--- src/rtl/wb_gpio_pkg.sv ---
// Shared constants for the Wishbone GPIO bridge: register word offsets,
// handshake FSM state encoding and register reset values.
package wb_gpio_pkg;

  typedef enum logic [1:0] {
    S_IDLE,
    S_WAIT,
    S_ACK
  } wb_state_t;

  // Word offsets, i.e. wbs_adr_i[7:2]
  localparam logic [5:0] OFF_DOUT     = 6'h00;
  localparam logic [5:0] OFF_OEB      = 6'h01;
  localparam logic [5:0] OFF_DIN      = 6'h02;
  localparam logic [5:0] OFF_IRQ_EN   = 6'h03;
  localparam logic [5:0] OFF_IRQ_STAT = 6'h04;
  localparam logic [5:0] OFF_EDGE     = 6'h05;

  localparam logic [31:0] DOUT_RST     = 32'h0000_0000;
  localparam logic [31:0] OEB_RST      = 32'hFFFF_FFFF;
  localparam logic [31:0] IRQ_EN_RST   = 32'h0000_0000;
  localparam logic [31:0] IRQ_STAT_RST = 32'h0000_0000;
  localparam logic [31:0] EDGE_RST     = 32'hFFFF_FFFF;

endpackage

--- src/rtl/wb_gpio_bridge_if.sv ---
// Wishbone slave bus bundle between the management SoC and the GPIO bridge.
interface wb_gpio_bridge_if;
  logic        wbs_cyc_i;
  logic        wbs_stb_i;
  logic        wbs_we_i;
  logic [3:0]  wbs_sel_i;
  logic [31:0] wbs_adr_i;
  logic [31:0] wbs_dat_i;
  logic        wbs_ack_o;
  logic [31:0] wbs_dat_o;

  modport master (
    output wbs_cyc_i, wbs_stb_i, wbs_we_i, wbs_sel_i, wbs_adr_i, wbs_dat_i,
    input  wbs_ack_o, wbs_dat_o
  );

  modport slave (
    input  wbs_cyc_i, wbs_stb_i, wbs_we_i, wbs_sel_i, wbs_adr_i, wbs_dat_i,
    output wbs_ack_o, wbs_dat_o
  );
endinterface

--- src/rtl/wb_gpio_bridge_in_sync.sv ---
// Per-pin input conditioning: SYNC_STAGES synchroniser, history flop and
// selectable edge detector producing a one-cycle event pulse.
module gpio_in_sync #(
  parameter int SYNC_STAGES = 2
) (
  input  logic clk,
  input  logic rst,
  input  logic d,
  input  logic rise_sel,
  output logic level,
  output logic pulse
);

  logic [SYNC_STAGES-1:0] sync_q;
  logic                   hist_q;

  always_ff @(posedge clk or posedge rst) begin
    if (rst) begin
      sync_q <= '0;
      hist_q <= 1'b0;
    end else begin
      sync_q <= {sync_q[SYNC_STAGES-2:0], d};
      hist_q <= sync_q[SYNC_STAGES-1];
    end
  end

  assign level = sync_q[SYNC_STAGES-1];
  // Edge select only steers the compare, so flipping it never fakes an event
  assign pulse = rise_sel ? (level & ~hist_q) : (~level & hist_q);

endmodule

--- src/rtl/wb_gpio_bridge.sv ---
// Wishbone-slave GPIO bridge: DOUT/OEB/DIN/IRQ registers, wait states and
// edge interrupts. Define WB_GPIO_LA_MIRROR_EN to drive la_data_out = {DIN, DOUT}.
module wb_gpio_bridge
  import wb_gpio_pkg::*;
#(
  parameter int          NUM_IO      = 16,
  parameter logic [31:0] BASE_ADDR   = 32'h3000_0000,
  parameter logic [31:0] ADDR_MASK   = 32'hFFFF_FF00,
  parameter int          WAIT_STATES = 0,
  parameter int          SYNC_STAGES = 2
) (
  input  logic                  wb_clk_i,
  input  logic                  wb_rst_i,
  wb_gpio_bridge_if.slave       wbs,
  input  logic [NUM_IO-1:0]     io_in,
  output logic [NUM_IO-1:0]     io_out,
  output logic [NUM_IO-1:0]     io_oeb,
  output logic [2*NUM_IO-1:0]   la_data_out,
  output logic [2:0]            user_irq
);

  localparam logic [3:0] WS_LOAD = (WAIT_STATES > 0) ? 4'(WAIT_STATES - 1) : 4'd0;

  wb_state_t         state_q, state_d;
  logic [3:0]        cnt_q, cnt_d;
  logic [5:0]        off_q, rd_off;
  logic [NUM_IO-1:0] dat_q;
  logic              we_q;
  logic [3:0]        sel_q;
  logic [31:0]       rdat_q, rd_word;
  logic              hit, accept, wr;

  logic [NUM_IO-1:0] dout_q, oeb_q, irq_en_q, irq_stat_q, edge_q;
  logic [NUM_IO-1:0] din, evt, wm, clr;
  logic              irq_q;
  logic              unused_bits;

  assign hit    = (wbs.wbs_adr_i & ADDR_MASK) == BASE_ADDR;
  assign accept = (state_q == S_IDLE) && wbs.wbs_cyc_i && wbs.wbs_stb_i && hit;
  assign wr     = (state_q == S_ACK) && we_q;

  // NOTE: every variable gets a default first so no path can infer a latch.
  always_comb begin
    state_d = state_q;
    cnt_d   = cnt_q;
    case (state_q)
      S_IDLE: if (accept) begin
        state_d = (WAIT_STATES == 0) ? S_ACK : S_WAIT;
        cnt_d   = WS_LOAD;
      end
      S_WAIT: begin
        if (!wbs.wbs_cyc_i)    state_d = S_IDLE;
        else if (cnt_q == '0)  state_d = S_ACK;
        else                   cnt_d   = cnt_q - 4'd1;
      end
      S_ACK:   state_d = S_IDLE;
      default: state_d = S_IDLE;
    endcase
  end

  // With zero wait states the read happens in the accept cycle, before capture
  assign rd_off = (state_q == S_IDLE) ? wbs.wbs_adr_i[7:2] : off_q;

  always_comb begin
    rd_word = '0;
    case (rd_off)
      OFF_DOUT:     rd_word = 32'(dout_q);
      OFF_OEB:      rd_word = 32'(oeb_q);
      OFF_DIN:      rd_word = 32'(din);
      OFF_IRQ_EN:   rd_word = 32'(irq_en_q);
      OFF_IRQ_STAT: rd_word = 32'(irq_stat_q);
      OFF_EDGE:     rd_word = 32'(edge_q);
      default:      rd_word = '0;
    endcase
  end

  always_comb begin
    for (int i = 0; i < NUM_IO; i++) wm[i] = sel_q[i / 8];
  end

  assign clr = (wr && off_q == OFF_IRQ_STAT) ? (dat_q & wm) : '0;

  // NOTE: non-blocking assignments so all flops sample pre-edge values.
  always_ff @(posedge wb_clk_i or posedge wb_rst_i) begin
    if (wb_rst_i) begin
      state_q <= S_IDLE;
      cnt_q   <= '0;
      off_q   <= '0;
      dat_q   <= '0;
      we_q    <= 1'b0;
      sel_q   <= '0;
      rdat_q  <= '0;
    end else begin
      state_q <= state_d;
      cnt_q   <= cnt_d;
      if (accept) begin
        off_q <= wbs.wbs_adr_i[7:2];
        dat_q <= wbs.wbs_dat_i[NUM_IO-1:0];
        we_q  <= wbs.wbs_we_i;
        sel_q <= wbs.wbs_sel_i;
      end
      rdat_q <= (state_d == S_ACK) ? rd_word : '0;
    end
  end

  always_ff @(posedge wb_clk_i or posedge wb_rst_i) begin
    if (wb_rst_i) begin
      dout_q     <= DOUT_RST[NUM_IO-1:0];
      oeb_q      <= OEB_RST[NUM_IO-1:0];
      irq_en_q   <= IRQ_EN_RST[NUM_IO-1:0];
      irq_stat_q <= IRQ_STAT_RST[NUM_IO-1:0];
      edge_q     <= EDGE_RST[NUM_IO-1:0];
      irq_q      <= 1'b0;
    end else begin
      if (wr && off_q == OFF_DOUT)   dout_q   <= (dout_q   & ~wm) | (dat_q & wm);
      if (wr && off_q == OFF_OEB)    oeb_q    <= (oeb_q    & ~wm) | (dat_q & wm);
      if (wr && off_q == OFF_IRQ_EN) irq_en_q <= (irq_en_q & ~wm) | (dat_q & wm);
      if (wr && off_q == OFF_EDGE)   edge_q   <= (edge_q   & ~wm) | (dat_q & wm);
      // A fresh event beats a simultaneous write-1-to-clear
      irq_stat_q <= (irq_stat_q & ~clr) | (evt & oeb_q);
      irq_q      <= |(irq_stat_q & irq_en_q);
    end
  end

  for (genvar i = 0; i < NUM_IO; i++) begin : g_in
    gpio_in_sync #(.SYNC_STAGES(SYNC_STAGES)) u_sync (
      .clk      (wb_clk_i),
      .rst      (wb_rst_i),
      .d        (io_in[i]),
      .rise_sel (edge_q[i]),
      .level    (din[i]),
      .pulse    (evt[i])
    );
  end

`ifdef WB_GPIO_LA_MIRROR_EN
  logic [2*NUM_IO-1:0] la_q;
  always_ff @(posedge wb_clk_i or posedge wb_rst_i) begin
    if (wb_rst_i) la_q <= '0;
    else          la_q <= {din, dout_q};
  end
  assign la_data_out = la_q;
`else
  assign la_data_out = '0;
`endif

  assign unused_bits   = ^{wbs.wbs_dat_i, sel_q};
  assign wbs.wbs_ack_o = (state_q == S_ACK);
  assign wbs.wbs_dat_o = rdat_q;
  assign io_out        = dout_q;
  assign io_oeb        = oeb_q;
  assign user_irq      = {2'b00, irq_q};

endmodule

--- src/flat_wrapper.sv ---
// flat-port wrapper written by rule: the top's interface ports become plain ports
module wb_gpio_bridge_flat import wb_gpio_pkg::*;
#(
  parameter int          NUM_IO      = 16,
  parameter logic [31:0] BASE_ADDR   = 32'h3000_0000,
  parameter logic [31:0] ADDR_MASK   = 32'hFFFF_FF00,
  parameter int          WAIT_STATES = 0,
  parameter int          SYNC_STAGES = 2
)
  (wb_clk_i, wb_rst_i, io_in, io_out, io_oeb, la_data_out, user_irq, wbs_wbs_cyc_i, wbs_wbs_stb_i, wbs_wbs_we_i, wbs_wbs_sel_i, wbs_wbs_adr_i, wbs_wbs_dat_i, wbs_wbs_ack_o, wbs_wbs_dat_o);
  wb_gpio_bridge_if wbs_i ();
  input  logic wb_clk_i;
  input  logic wb_rst_i;
  input  logic [NUM_IO-1:0] io_in;
  output logic [NUM_IO-1:0] io_out;
  output logic [NUM_IO-1:0] io_oeb;
  output logic [2*NUM_IO-1:0] la_data_out;
  output logic [2:0] user_irq;
  input wire logic [$bits(wbs_i.wbs_cyc_i)-1:0] wbs_wbs_cyc_i;
  input wire logic [$bits(wbs_i.wbs_stb_i)-1:0] wbs_wbs_stb_i;
  input wire logic [$bits(wbs_i.wbs_we_i)-1:0] wbs_wbs_we_i;
  input wire logic [$bits(wbs_i.wbs_sel_i)-1:0] wbs_wbs_sel_i;
  input wire logic [$bits(wbs_i.wbs_adr_i)-1:0] wbs_wbs_adr_i;
  input wire logic [$bits(wbs_i.wbs_dat_i)-1:0] wbs_wbs_dat_i;
  output wire logic [$bits(wbs_i.wbs_ack_o)-1:0] wbs_wbs_ack_o;
  output wire logic [$bits(wbs_i.wbs_dat_o)-1:0] wbs_wbs_dat_o;
  assign wbs_i.wbs_cyc_i = wbs_wbs_cyc_i;
  assign wbs_i.wbs_stb_i = wbs_wbs_stb_i;
  assign wbs_i.wbs_we_i = wbs_wbs_we_i;
  assign wbs_i.wbs_sel_i = wbs_wbs_sel_i;
  assign wbs_i.wbs_adr_i = wbs_wbs_adr_i;
  assign wbs_i.wbs_dat_i = wbs_wbs_dat_i;
  assign wbs_wbs_ack_o = wbs_i.wbs_ack_o;
  assign wbs_wbs_dat_o = wbs_i.wbs_dat_o;
  wb_gpio_bridge #(.NUM_IO(NUM_IO), .BASE_ADDR(BASE_ADDR), .ADDR_MASK(ADDR_MASK), .WAIT_STATES(WAIT_STATES), .SYNC_STAGES(SYNC_STAGES)) u_core (.wb_clk_i(wb_clk_i), .wb_rst_i(wb_rst_i), .wbs(wbs_i), .io_in(io_in), .io_out(io_out), .io_oeb(io_oeb), .la_data_out(la_data_out), .user_irq(user_irq));
endmodule
--- config.mk ---
export PLATFORM = sky130hd
export DESIGN_NAME = wb_gpio_bridge_flat
export DESIGN_NICKNAME = d
export VERILOG_FILES = /design/src/rtl/wb_gpio_pkg.sv /design/src/rtl/wb_gpio_bridge_if.sv /design/src/rtl/wb_gpio_bridge_in_sync.sv /design/src/rtl/wb_gpio_bridge.sv /design/src/flat_wrapper.sv
export SDC_FILE = /design/constraint.sdc
export NUM_CORES = 1
export LEC_CHECK = 0
export CORE_MARGIN = 1
export CORE_UTILIZATION = 28
export CTS_CLUSTER_SIZE = 28
export DETAILED_ROUTE_END_ITERATION = 10
export GPL_ROUTABILITY_DRIVEN = 0
export PLACE_DENSITY_LB_ADDON = 0.3
export SLEW_MARGIN = 20
export SYNTH_ARGS = -nofsm -noshare
export SYNTH_HDL_FRONTEND = slang
export SYNTH_SLANG_ARGS = --single-unit
--- constraint.sdc ---
create_clock -name wb_clk_i -period 10.5 [get_ports wb_clk_i]
set_clock_uncertainty 0.1 [all_clocks]
set_input_delay 3.15 -clock wb_clk_i [delete_from_list [all_inputs] [get_ports wb_clk_i]]
set_output_delay 3.15 -clock wb_clk_i [all_outputs]
set_load 0.02 [all_outputs]
==> results of run 1 <==
[final cells by class]
| type | instances | area share (%) |
|---|---|---|
| repair buffers | 124 | 12.7 |
| clock buffers | 17 | 4.41 |
| multi-input cells | 404 | 30.4 |
| inverters | 6 | 0.285 |
| well taps | 341 | 4.42 |
| flip-flops and latches | 176 | 46.1 |
| clock inverters | 14 | 1.75 |
[power by group through the flow]
stage | combinational [uW] | clock (uW) | sequential, uW
2_1_floorplan | 52.3 | 0 | 704
3_3_place_gp | 74.4 | 0 | 706
3_5_place_dp | 74.8 | 0 | 706
4_1_cts | 75.0 | 662 | 693
5_1_grt | 81.4 | 692 | 694
6_report | 74.0 | 644 | 694
[worst min-delay path by stage]
stage,start,to,slack [ps]
floorplan,u_core.g_in[0].u_sync.sync_q[0],u_core.g_in[0].u_sync.sync_q[1],230
global placement,u_core.g_in[4].u_sync.sync_q[0],u_core.g_in[4].u_sync.sync_q[1],230
detailed placement,u_core.g_in[10].u_sync.sync_q[0],u_core.g_in[10].u_sync.sync_q[1],240
CTS,u_core.g_in[3].u_sync.sync_q[0],u_core.g_in[3].u_sync.sync_q[1],250
global route,u_core.g_in[15].u_sync.sync_q[0],u_core.g_in[15].u_sync.sync_q[1],260
finish,u_core.g_in[3].u_sync.sync_q[0],u_core.g_in[3].u_sync.sync_q[1],250
[metal layers]
metal  wire length (um)  GRT usage, %  share of wire, %  vias up
met3                825          2.95               4.3       29
met5                  0             0                 0        -
met2               9120          22.5                48      167
met4                441          5.78               2.3        0
li1                   -             -                 -     2337
met1               8630          18.6                45     2563
[layout by cell type, fill, tap and decap left out, types with 2 or more instances in the layout]
cell type / n
clkinv_4: 2
nor2_2: 3
o21ai_2: 3
inv_6: 8
a21oi_1: 16
conb_1: 50
ha_1: 2
o21a_1: 16
nand2_1: 54
nor2_1: 36
mux2_2: 82
a22o_1: 20
clkbuf_16: 17
mux2_4: 8
nand2b_1: 3
or4b_1: 2
nor4_1: 5
o22ai_1: 3
a22oi_1: 48
inv_8: 2
nand4_1: 3
o21ai_0: 16
bufinv_16: 2
nand3_2: 3
dfrtp_1: 144
dfstp_2: 32
nor3b_2: 2
nor4b_1: 2
nor2_8: 2
a221oi_1: 4
clkdlybuf4s50_1: 118
buf_4: 6
inv_1: 5
nand3b_2: 2
[synth_stat cells, types with 2 or more instances]
| master | count |
|---|---|
| or4b_1 | 2 |
| nor2_8 | 2 |
| mux2_2 | 82 |
| nand3_2 | 3 |
| nor3b_2 | 2 |
| nor2_1 | 36 |
| nor4b_1 | 2 |
| a22o_1 | 20 |
| dfstp_2 | 32 |
| nand2_1 | 54 |
| o21a_1 | 16 |
| a21oi_1 | 16 |
| nor4_1 | 5 |
| a221oi_1 | 4 |
| clkbuf_1 | 4 |
| inv_1 | 6 |
| a22oi_1 | 48 |
| dfrtp_1 | 144 |
| o21ai_2 | 2 |
| ha_1 | 2 |
| o21ai_0 | 16 |
| o22ai_1 | 3 |
| buf_2 | 8 |
| nand2b_1 | 3 |
| buf_4 | 53 |
| mux2_4 | 8 |
| nand3b_2 | 2 |
| nor2_2 | 3 |
| nand4_1 | 3 |
[logic make-up (layout without fill, tap and decap cells)]
family / after synthesis / count (layout) / synth area share [%]
adders and majority gates: 2 / 2 / 0.328
muxes: 90 / 90 / 13.7
other: 1 / 50 / 0.0491
and+or+nand+nor: 128 / 128 / 8.81
DFF: 176 / 176 / 58.2
AOI/OAI and AO/OA: 134 / 134 / 12.7
buffers and inverters: 71 / 161 / 6.22
[per-stage QoR]
stage,cells,total power [uW],area (um2),utilization (%)
after global placement,1051,780,9040,33.7
after floorplan,651,757,7820,-
after CTS,1082,1430,9640,35.9
after detailed placement,1051,781,9040,33.7
final,1082,1410,9650,35.9
after global routing,1082,1470,9650,35.9
[worst reg2reg max path, delay by kind of cell (launching register included)]
kind,cells,cell delay (ps)
AOI/OAI and AO/OA,4,1120
DFF,1,650
buffers and inverters,1,400
and+or+nand+nor,1,120
==> results.cfg, run 1 <==
[clocking]
clkTransAtPathRegs_ps = 70
cts_setup_buffers = 0
cts_tree = built
hold_buffers = 0
clock_latency_ps = 430
clockRootBuffer = clkbuf_16
cts_inserted_buffers = 17
clockBufferDepth = 2
htreeDepth = 4
cts_resized = 0
cts.sinks = 176

[timing]
hold_ws_ps = 251
fin_crit_ps = 5140
hold_viol = 0
fin_ws_ps = 5360
max_freq_mhz = 194
rsz0062_at_grt = false
finalSetupTns_ps = 0
timing.slew.headroom_pct = 31.4
setup_viol = 0
fin_crit_sh_pct = 49.0
maxSlewViolCount = 0
worstMarginPinSlew_ps = 1030

[floorplanning]
dieHeight_um = 167
die_w_um = 167
die_area_mm2 = 0.0279
boundaryPins = 189
core_mm2 = 0.0269
start_util_pct = 28.4
rows = 60

[critical_path]
cp_slowest_cell = or4b_1
arrival_ps = 5400
critical-path-top-delay-family = buffers and inverters
crit_required_ps = 10750
endpoint_kind = flip-flop
crit_start = wbs_wbs_adr_i[4]
r2r_setup_slack_ps = 8040
rr_startpoint = u_core.off_q[0]
start_kind = input port
path_cells = clkdlybuf4s50_1 -> or4b_1 -> o21ai_2 -> buf_4 -> a22oi_1 -> a21oi_1 -> o21a_1
cp.depth = 7
path_max_fanout = 19
crit_path_max_incr_delay_ps = 550
critPathCapture = u_core.wbs.wbs_dat_o[0]
path_class = in -> reg
rr_worst_depth = 6
cp.buffers_inverters = 2
worstReg2RegEnd = u_core.wbs.wbs_dat_o[0]

[routing]
drt_wl_total_mm = 19.0
viasPerCell = 4.71
drtPass1Iterations = 6
drtIter0Drc = 295
vias = 5096
ant_nets = 0
wl_per_cell_um = 17.6
drc = 0

[global_routing]
grt-ovfl-total = 0
track_usage_pct = 14.1
grt_max_degree = 109
grt_pass1_vias = 5058
grt_pass1_wl_mm = 29.6
antenna_found_initial = 0

[pwr]
powerDensity_mw_per_mm2 = 146
power_frac_comb_pct = 5.2
power_switching_uw = 338
irDropWorstVdd_uv = 96.8
p_leak_uw = 0.00412
sw_frac_of_total_pct = 23.9
seq_power_share_pct = 49.1
intPower_uw = 1070
power_frac_clock_pct = 45.6

[final_layout]
fillers = 2622
area_growth_pct = 26.3
nets = 820
drive_gt1_share_pct = 24.4
multi_input_area_mm2 = 0.00293
seq_area_mm2 = 0.00444
insertedDiodeCount = 0

[worst_hold_path]
hold_class = reg -> reg
hold_depth = 0

[synth]
synth_edf_count = 0
syn_area_per_cell_um2 = 12.7
synthesis.yosys.warnings = 0
synth_area_mm2 = 0.00764
netlist_top_cells_area = dfrtp_1 47%, mux2_2 12%, dfstp_2 11%
ys.flop_type = dfrtp_1
synthCells = 602
synthArstFlopShare_pct = 100
synth_cell_types = 50
ys_seq_area_share_pct = 58.2
synth-seq-cells = 176
synth_top_area_share_pct = 47.2
synth_top_area_cell = dfrtp_1

[placement]
place_hpwl_mm = 12.6
portBuffers = 118
pre_cts_slack_ps = 4930

[flow_run]
maxCapViolations = 0

[run_status]
status = finished, final reports clean
No activity file was read; power rests on OpenSTA's default activity.
==> run 2, diff against run 1 <==
clock period = 4.9 ns   (was 10.5 ns; I/O delays follow)
==> run 2 against run 1 <==
The run now ends with DRC left. Clock-buffer cell count grew 2. Register-to-register slack lost 5600 ps. Sequential cell count is the same. Non-clock buffer count grew 1. Wire length is essentially flat. Sequential power grew 110%. Highest routed layer unchanged.
==> results.cfg, run 2 (synthesized netlist as in run 1, its figures left out) <==
[final_layout]
area_growth_pct = 26.8
nets = 821
fillers = 2621
insertedDiodeCount = 0
final_common_cell = dfrtp_1
fin_util_pct = 36.1
layout_common_cells = 144 x dfrtp_1, 118 x clkdlybuf4s50_1, 82 x mux2_2, 54 x nand2_1, 50 x conb_1
drive_gt1_share_pct = 24.2

[routing]
drtIter0Drc = 250
viasPerCell = 4.71
drtPass1Iterations = 8
drc = 1
wl_per_cell_um = 17.6
drt_wl_total_mm = 19.0
ant_nets = 0
vias = 5106

[timing]
fin_crit_ps = 3410
timing.slew.headroom_pct = 28.1
rsz0062_at_grt = false
max_freq_mhz = 293
hold_viol = 0
worstMarginPinSlew_ps = 1080
fin_crit_sh_pct = 69.7
finalSetupTns_ps = 0
setup_viol = 0
maxSlewViolCount = 0

[critical_path]
cp_slowest_cell = clkdlybuf4s50_1
cp.buffers_inverters = 1
path_class = reg -> out
endpoint_kind = output pin
arrival_ps = 1840
path_max_fanout = 9
path_cells = and2b_1 -> clkdlybuf4s50_1
crit_required_ps = 3330
start_kind = flip-flop
critical-path-top-delay-family = buffers and inverters
crit_path_max_incr_delay_ps = 630

[floorplanning]
start_util_pct = 28.4
rows = 60
boundaryPins = 189
die_area_mm2 = 0.0279
core_mm2 = 0.0269
die_w_um = 167
dieHeight_um = 167

[pwr]
irDropWorstVdd_uv = 222
p_leak_uw = 0.00413
powerDensity_mw_per_mm2 = 317

[clocking]
hold_buffers = 0
cts_inserted_buffers = 17
cts_tree = built
clkTransAtPathRegs_ps = 60
cts_resized = 0
htreeDepth = 4
clockBufferDepth = 2
clockRootBuffer = clkbuf_16
cts_setup_buffers = 0
clock_latency_ps = 430
cts.sinks = 176

[run_status]
violations = DRC
status = finished with violations

[global_routing]
grt_max_degree = 177
grt-ovfl-total = 0
track_usage_pct = 14.2
grt_pass1_wl_mm = 30.0
antenna_found_initial = 0
grt_pass1_vias = 5158

[worst_hold_path]
hold_class = reg -> reg

[placement]
place_hpwl_mm = 12.7
portBuffers = 118

[flow_run]
maxCapViolations = 0
-- run 2: per-layer routing --
metal  global-route usage (%)  wire length [um]  share of wire [%]  vias to the layer above
met5                        0                 0                  0                        -
li1                         -                 -                  -                     2345
met3                     3.00               699                3.7                       20
met4                     4.47               235                1.2                        0
met1                     18.4              8590                 45                     2586
met2                     23.7              9500                 50                      155
-- run 2: worst paths after layout --
path                                                      start  slack (ps)  depth (start not counted)                               to
worst max register to register                  u_core.off_q[0]        2460                          6          u_core.wbs.wbs_dat_o[9]
worst min-delay path            u_core.g_in[1].u_sync.sync_q[0]         250                          0  u_core.g_in[1].u_sync.sync_q[1]
max in group asynchronous                              wb_rst_i        2420                          3                  u_core.dat_q[3]
worst min register to register  u_core.g_in[1].u_sync.sync_q[0]         250                          0  u_core.g_in[1].u_sync.sync_q[1]
min in group asynchronous                              wb_rst_i        1570                          3         u_core.wbs.wbs_dat_o[13]
worst max-delay path                          u_core.state_q[0]        1490                          2                    wbs_wbs_ack_o
-- run 2: cell type report --
type	instances	area [um2]	area share (%)
Tap cell	341	427	4.40
Multi-Input combinational cell	404	2930	30.2
Clock inverter	13	185	1.91
Timing Repair Buffer	125	1250	12.9
Inverter	6	26.3	0.271
Clock buffer	19	433	4.47
Sequential cell	176	4440	45.9
-- run 2: report_power, final --
part / internal [uW] / leakage [uW] / switching [uW] / total, uW
Sequential: 1470 / 0.00223 / 12.3 / 1490
Combinational: 60.5 / 0.00160 / 99.1 / 160
Clock: 856 / 0.000298 / 570 / 1430
Total: 2390 / 0.00413 / 682 / 3070
-- run 2: metrics by stage --
step	hold WS, ps	total power [uW]	cell area (um2)	worst slack [ps]	std cells
floorplan	231	1620	7830	1100	651
global route	252	3190	9690	1380	1084
CTS	249	3120	9690	1460	1084
finish	247	3070	9690	1490	1084
detailed placement	235	1670	9070	1070	1052
global placement	234	1670	9070	1080	1052
